`src/rtl/mac_pkg.sv`:
```
// ============================================================================
// Module  : mac_pkg
// Brief   : Shared widths and FSM state encodings for the 4-bit MAC block.
// Rev     : 1.0  initial release
// ============================================================================
`default_nettype none

package mac_pkg;

  localparam int DEF_DATA_WIDTH = 4;
  localparam int DEF_ACC_WIDTH  = 12;
  localparam int DEF_CNT_WIDTH  = 8;

  localparam logic [1:0] ST_IDLE  = 2'd0;
  localparam logic [1:0] ST_ACCUM = 2'd1;
  localparam logic [1:0] ST_DRAIN = 2'd2;
  localparam logic [1:0] ST_HOLD  = 2'd3;

  typedef enum logic [1:0] {
    IDLE  = ST_IDLE,
    ACCUM = ST_ACCUM,
    DRAIN = ST_DRAIN,
    HOLD  = ST_HOLD
  } state_t;

endpackage

`default_nettype wire

```
`src/rtl/mac_accum_4bit_if.sv`:
```
// ============================================================================
// Module  : mac_accum_4bit_if
// Brief   : Operand input and frame result handshake bundle of the MAC block.
// Rev     : 1.0  initial release
// ============================================================================
`default_nettype none

interface mac_accum_4bit_if
  import mac_pkg::*;
#(
  parameter int DATA_WIDTH = DEF_DATA_WIDTH,
  parameter int ACC_WIDTH  = DEF_ACC_WIDTH,
  parameter int CNT_WIDTH  = DEF_CNT_WIDTH
);

  logic                  valid_in;
  logic                  ready_out;
  logic [DATA_WIDTH-1:0] x_in;
  logic [DATA_WIDTH-1:0] y_in;
  logic                  last_in;
  logic                  valid_out;
  logic                  ready_in;
  logic [ACC_WIDTH-1:0]  acc_out;
  logic [CNT_WIDTH-1:0]  count_out;
  logic                  overflow_out;

  modport master (
    output valid_in, x_in, y_in, last_in, ready_in,
    input  ready_out, valid_out, acc_out, count_out, overflow_out
  );

  modport slave (
    input  valid_in, x_in, y_in, last_in, ready_in,
    output ready_out, valid_out, acc_out, count_out, overflow_out
  );

endinterface

`default_nettype wire

```
`src/rtl/mac_accum_4bit_mult.sv`:
```
// ============================================================================
// Module  : multiplier_4bit
// Brief   : Combinational unsigned multiplier, full-width product.
// Rev     : 1.0  initial release
// ============================================================================
`default_nettype none

module multiplier_4bit #(
  parameter int DATA_WIDTH = 4
) (
  input  logic [DATA_WIDTH-1:0]   x_in,
  input  logic [DATA_WIDTH-1:0]   y_in,
  output logic [2*DATA_WIDTH-1:0] prod_out
);

  assign prod_out = (2*DATA_WIDTH)'(x_in) * (2*DATA_WIDTH)'(y_in);

endmodule

`default_nettype wire

```
`src/rtl/mac_accum_4bit.sv`:
```
// ============================================================================
// Module  : mac_accum_4bit
// Brief   : Framed multiply-accumulate: two-stage product/accumulate pipeline,
//           saturating term counter, sticky overflow, result held until taken.
// Rev     : 1.0  initial release
// ============================================================================
`default_nettype none

module mac_accum_4bit
  import mac_pkg::*;
#(
  parameter int DATA_WIDTH = DEF_DATA_WIDTH,
  parameter int ACC_WIDTH  = DEF_ACC_WIDTH,
  parameter int CNT_WIDTH  = DEF_CNT_WIDTH
) (
  input  logic            clk_in,
  input  logic            rst_in,
  mac_accum_4bit_if.slave bus
);

  localparam int                   c_PW      = 2 * DATA_WIDTH;
  localparam logic [CNT_WIDTH-1:0] c_CNT_MAX = '1;

  state_t                 r_state;
  state_t                 w_state_nxt;
  logic                   w_ready;
  logic                   w_valid;
  logic                   w_accept;
  logic                   w_clear;
  logic [c_PW-1:0]        w_prod;
  logic [ACC_WIDTH:0]     w_sum;

  logic [c_PW-1:0]        r_p1_prod;
  logic                   r_p1_last;
  logic                   r_p1_vld;
  logic [ACC_WIDTH-1:0]   r_acc;
  logic [CNT_WIDTH-1:0]   r_cnt;
  logic                   r_ovf;

  multiplier_4bit #(
    .DATA_WIDTH (DATA_WIDTH)
  ) u_mult (
    .x_in     (bus.x_in),
    .y_in     (bus.y_in),
    .prod_out (w_prod)
  );

  assign w_accept = bus.valid_in & w_ready;
  assign w_clear  = (r_state == HOLD) & bus.ready_in;
  // Extra MSB of the sum is the carry that sets the sticky overflow flag.
  assign w_sum    = {1'b0, r_acc} + (ACC_WIDTH + 1)'(r_p1_prod);

  always_ff @(posedge clk_in) begin
    if (rst_in) begin
      r_state <= IDLE;
    end else begin
      r_state <= w_state_nxt;
    end
  end

  always_comb begin
    w_state_nxt = r_state;
    w_ready     = 1'b0;
    w_valid     = 1'b0;
    case (r_state)
      IDLE: begin
        w_ready = 1'b1;
        if (bus.valid_in) begin
          w_state_nxt = bus.last_in ? DRAIN : ACCUM;
        end
      end
      ACCUM: begin
        w_ready = 1'b1;
        if (bus.valid_in && bus.last_in) begin
          w_state_nxt = DRAIN;
        end
      end
      DRAIN: begin
        // Only a last-flagged product ever enters DRAIN; anything else is dropped.
        w_state_nxt = r_p1_last ? HOLD : IDLE;
      end
      HOLD: begin
        w_valid = 1'b1;
        if (bus.ready_in) begin
          w_state_nxt = IDLE;
        end
      end
      default: w_state_nxt = IDLE;
    endcase
  end

  always_ff @(posedge clk_in) begin
    if (rst_in) begin
      r_p1_prod <= '0;
      r_p1_last <= 1'b0;
      r_p1_vld  <= 1'b0;
      r_acc     <= '0;
      r_cnt     <= '0;
      r_ovf     <= 1'b0;
    end else begin
      r_p1_vld <= w_accept;
      if (w_accept) begin
        r_p1_prod <= w_prod;
        r_p1_last <= bus.last_in;
      end
      if (w_clear) begin
        r_acc <= '0;
        r_cnt <= '0;
        r_ovf <= 1'b0;
      end else begin
        if (r_p1_vld) begin
          r_acc <= w_sum[ACC_WIDTH-1:0];
          if (w_sum[ACC_WIDTH]) begin
            r_ovf <= 1'b1;
          end
        end
        if (w_accept && (r_cnt != c_CNT_MAX)) begin
          r_cnt <= r_cnt + CNT_WIDTH'(1);
        end
      end
    end
  end

  assign bus.ready_out    = w_ready;
  assign bus.valid_out    = w_valid;
  assign bus.acc_out      = r_acc;
  assign bus.count_out    = r_cnt;
  assign bus.overflow_out = r_ovf;

endmodule

`default_nettype wire

```
`src/flat_wrapper.sv`:
```
// flat-port wrapper written by rule: the top's interface ports become plain ports
module mac_accum_4bit_flat import mac_pkg::*;
#(
  parameter int DATA_WIDTH = DEF_DATA_WIDTH,
  parameter int ACC_WIDTH  = DEF_ACC_WIDTH,
  parameter int CNT_WIDTH  = DEF_CNT_WIDTH
)
  (clk_in, rst_in, bus_valid_in, bus_x_in, bus_y_in, bus_last_in, bus_ready_in, bus_ready_out, bus_valid_out, bus_acc_out, bus_count_out, bus_overflow_out);
  mac_accum_4bit_if #(.DATA_WIDTH(DATA_WIDTH), .ACC_WIDTH(ACC_WIDTH), .CNT_WIDTH(CNT_WIDTH)) bus_i ();
  input  logic clk_in;
  input  logic rst_in;
  input wire logic [$bits(bus_i.valid_in)-1:0] bus_valid_in;
  input wire logic [$bits(bus_i.x_in)-1:0] bus_x_in;
  input wire logic [$bits(bus_i.y_in)-1:0] bus_y_in;
  input wire logic [$bits(bus_i.last_in)-1:0] bus_last_in;
  input wire logic [$bits(bus_i.ready_in)-1:0] bus_ready_in;
  output wire logic [$bits(bus_i.ready_out)-1:0] bus_ready_out;
  output wire logic [$bits(bus_i.valid_out)-1:0] bus_valid_out;
  output wire logic [$bits(bus_i.acc_out)-1:0] bus_acc_out;
  output wire logic [$bits(bus_i.count_out)-1:0] bus_count_out;
  output wire logic [$bits(bus_i.overflow_out)-1:0] bus_overflow_out;
  assign bus_i.valid_in = bus_valid_in;
  assign bus_i.x_in = bus_x_in;
  assign bus_i.y_in = bus_y_in;
  assign bus_i.last_in = bus_last_in;
  assign bus_i.ready_in = bus_ready_in;
  assign bus_ready_out = bus_i.ready_out;
  assign bus_valid_out = bus_i.valid_out;
  assign bus_acc_out = bus_i.acc_out;
  assign bus_count_out = bus_i.count_out;
  assign bus_overflow_out = bus_i.overflow_out;
  mac_accum_4bit #(.DATA_WIDTH(DATA_WIDTH), .ACC_WIDTH(ACC_WIDTH), .CNT_WIDTH(CNT_WIDTH)) u_core (.clk_in(clk_in), .rst_in(rst_in), .bus(bus_i));
endmodule
```
`config.mk`:
```
export PLATFORM = sky130hd
export DESIGN_NAME = mac_accum_4bit_flat
export DESIGN_NICKNAME = d
export VERILOG_FILES = /design/src/rtl/mac_pkg.sv /design/src/rtl/mac_accum_4bit_if.sv /design/src/rtl/mac_accum_4bit_mult.sv /design/src/rtl/mac_accum_4bit.sv /design/src/flat_wrapper.sv
export SDC_FILE = /design/constraint.sdc
export NUM_CORES = 1
export LEC_CHECK = 0
export ABC_AREA = 1
export CAP_MARGIN = 20
export CORE_MARGIN = 2
export CORE_UTILIZATION = 30
export CTS_BUF_LIST = sky130_fd_sc_hd__clkbuf_8
export DETAILED_ROUTE_END_ITERATION = 6
export PLACE_DENSITY = 0.53
export SYNTH_ARGS = -nofsm -noshare
export SYNTH_HDL_FRONTEND = slang
export SYNTH_SLANG_ARGS = --single-unit
export TNS_END_PERCENT = 100
```
`constraint.sdc`:
```
create_clock -name clk_in -period 3.5 [get_ports clk_in]
set_input_delay 0.875 -clock clk_in [delete_from_list [all_inputs] [get_ports clk_in]]
set_output_delay 0.875 -clock clk_in [all_outputs]
set_load 0.02 [all_outputs]
```
==> flow_summary.yaml <==
sta:
  setup_violations: 0
  finalCritPeriodShare_pct: 95.65
  worst_pin_slew_ns: 0.7696
  min_period_ns: 3.348
  timing.fmax_mhz: 298.7
  slew_headroom_pct: 48.62
  rsz0062_at_grt: "no"
  final_hold_viol_count: 0
  finalSetupTns_ns: 0
  fin_ws_ns: 0.1522
  slew_viol_final: 0
  skew_ns: 0.008193
global_routing:
  antenna_found_initial: 0
  grt_pass1_wl_mm: 8.335
  grt_max_degree: 22
  grtUsageTotal_pct: 12.09
  gr-total-overflow: 0
  grt_pass1_vias: 1866
logic_synthesis:
  synth_flop_cell: "dfxtp_1"
  synthCells: 340
  postSynth.asyncResetShare_pct: 0
  synth.avg_cell_area_um2: 6.771
  syn-cell-area_mm2: 0.002302
  synth_edf_count: 0
  ys_warn_count: 0
  synthDominantCellAreaShare_pct: 28.70
  yosys.area.top_type: "dfxtp_1"
  yosysSeqAreaShare_pct: 28.70
  synth_nets: 379
  synthTopCellsByArea: "dfxtp_1 (29%), nand2_1 (14%), ha_1 (11%), inv_1 (8.6%), nor2_1 (7.3%)"
  synth.distinct_cells: 32
  synth_seq_cells: 33
floorplan:
  io_pins: 36
  dieArea_mm2: 0.008391
  die-height_um: 91.60
  die_w_um: 91.60
  rows: 31
  fp.coreArea_mm2: 0.007331
  start_util_pct: 31.40
cts:
  cts_tree: "yes"
  hold_buffers: 0
  insertion_delay_ns: 0.29
  cts_buffers: 5
  clkTransAtPathRegs_ns: 0.07
  clock-sinks: 33
  htreeDepth: 2
  clk_path_buf_depth: 2
  post_cts_buffers: 0
  clock-root-buffer: "clkbuf_8"
setup_path:
  path_class: "input port to flop"
  worst_ep_required_time_ns: 3.68
  cp-end-kind: "flop"
  cp-start-kind: "input port"
  path_max_fanout: 4
  cp_data_arrival_time_ns: 3.52
final_layout:
  area_delta_synth_final_pct: 24.73
  mostFrequentLayoutCells: "nand2_1 (86), inv_1 (54), nor2_1 (45)"
  final_common_cell: "nand2_1"
  nNetsFinal: 422
  drive_gt1_share_pct: 7.813
  antenna_cells: 0
  fin_util_pct: 39.17
run_status:
  status: "completed"
routing:
  dr.pass1.iters: 4
  drt_iter0_markers: 82
  wl_per_cell_um: 9.971
  post-route-drc-count: 0
  ant_nets: 0
  routed_wl_mm: 4.816
  viasPerCell: 4.358
  via_count: 2105
run:
  cap_violations: 0
placed_design:
  detailed_place_hpwl_mm: 3.821
  place.port_buffers: 35
  dp_slack_ns: -0.2060
  routabilityCongestion: 0.7716
power_and_ir_drop:
  leakagePower_nw: 1.407
  powerDensity_mw_per_mm2: 326.1
  irDropWorstVdd_mv: 0.1319
min_path:
  hold_path_class: "flop to flop"
-- cell usage after synthesis (3+ instances only) --
| cell | instances |
|---|---|
| a21oi_2 | 4 |
| xnor2_1 | 3 |
| nor3_1 | 5 |
| a21oi_1 | 21 |
| o21ai_0 | 13 |
| nand2_1 | 86 |
| fa_1 | 5 |
| nand3_1 | 24 |
| ha_1 | 21 |
| nor2_1 | 45 |
| inv_2 | 3 |
| inv_1 | 53 |
| dfxtp_1 | 33 |
-- cell families after synthesis --
logic type | count (synthesis) | share of synthesized area [%]
buffers and inverters | 63 | 11.14
adders and majority gates | 26 | 15.76
xor gates and xnor gates | 5 | 1.903
DFF | 33 | 28.70
and+or+nand+nor | 169 | 31.25
AOI/OAI and AO/OA | 44 | 11.25
-- report_power, final --
group	total, mW	internal, mW	leakage, nW	switching (mW)
Clock	0.277	0.135	0.0491	0.142
Sequential	0.421	0.398	0.270	0.0229
Combinational	0.239	0.108	1.09	0.131
Total	0.936	0.640	1.41	0.296
-- critical path, stage by stage --
cell and delay, ns:
clkdlybuf4s50_1 0.52, nand2_1 0.09, fa_1 0.54, inv_1 0.05
fa_1 0.49, fa_1 0.45, nand2_1 0.07, nand2_1 0.05
a21oi_1 0.14, xnor2_1 0.07, o21ai_0 0.13, inv_1 0.05
-- repair_timing --
action / in CTS / in global routing
endpoints found under the setup margin: 0 / 2
resized for setup: 0 / 0
endpoints found under the hold margin: 0 / 0
-- worst paths after layout --
path / start / to / slack (ns) / depth (start not counted)
setup / recovery: bus_y_in[3] / u_core.r_p1_prod[6] / 0.15 / 12
hold / removal: u_core.bus.overflow_out / u_core.bus.overflow_out / 0.45 / 2
setup reg to reg: u_core.bus.acc_out[0] / u_core.bus.acc_out[8] / 1.57 / 9
hold reg to reg: u_core.bus.overflow_out / u_core.bus.overflow_out / 0.45 / 2
-- per-stage QoR --
| stage | total power, mW | std cells | hold slack [ns] | area (um2) |
|---|---|---|---|---|
| finish | 0.9364 | 483 | 0.4478 | 2872 |
| global route | 1.005 | 483 | 0.4980 | 2872 |
| CTS | 0.9530 | 483 | 0.4512 | 2872 |
| detailed placement | 0.6700 | 475 | 0.4395 | 2789 |
| global placement | 0.6682 | 475 | 0.4402 | 2789 |
| floorplan | 0.5913 | 340 | 0.4301 | 2302 |
-- final cells by class --
cell class / instances / area, um2
fill: 768 / 4459
clock inverter: 3 / 13.76
clock buffer: 5 / 68.82
timing repair buffer: 42 / 402.9
tap: 99 / 123.9
inverter: 57 / 216.5
sequential: 33 / 660.6
multi-input combinational: 244 / 1385
-- state kept, by name, indices dropped and copies added, names as in the netlist --
register	cells
u_core.bus.acc_out	12
u_core.bus.count_out	8
u_core.bus.overflow_out	1
u_core.r_p1_last	1
u_core.r_p1_prod	8
u_core.r_p1_vld	1
u_core.r_state	2
-- routing by layer --
| layer | track usage [%] | routed length, um | vias to the layer above |
|---|---|---|---|
| li1 | - | - | 1156 |
| met1 | 15.30 | 2419 | 913 |
| met2 | 20.34 | 2177 | 31 |
| met3 | 2.656 | 156 | 5 |
| met4 | 3.788 | 62 | 0 |
| met5 | 0 | 0 | - |
No activity file was read; power rests on OpenSTA's default activity.
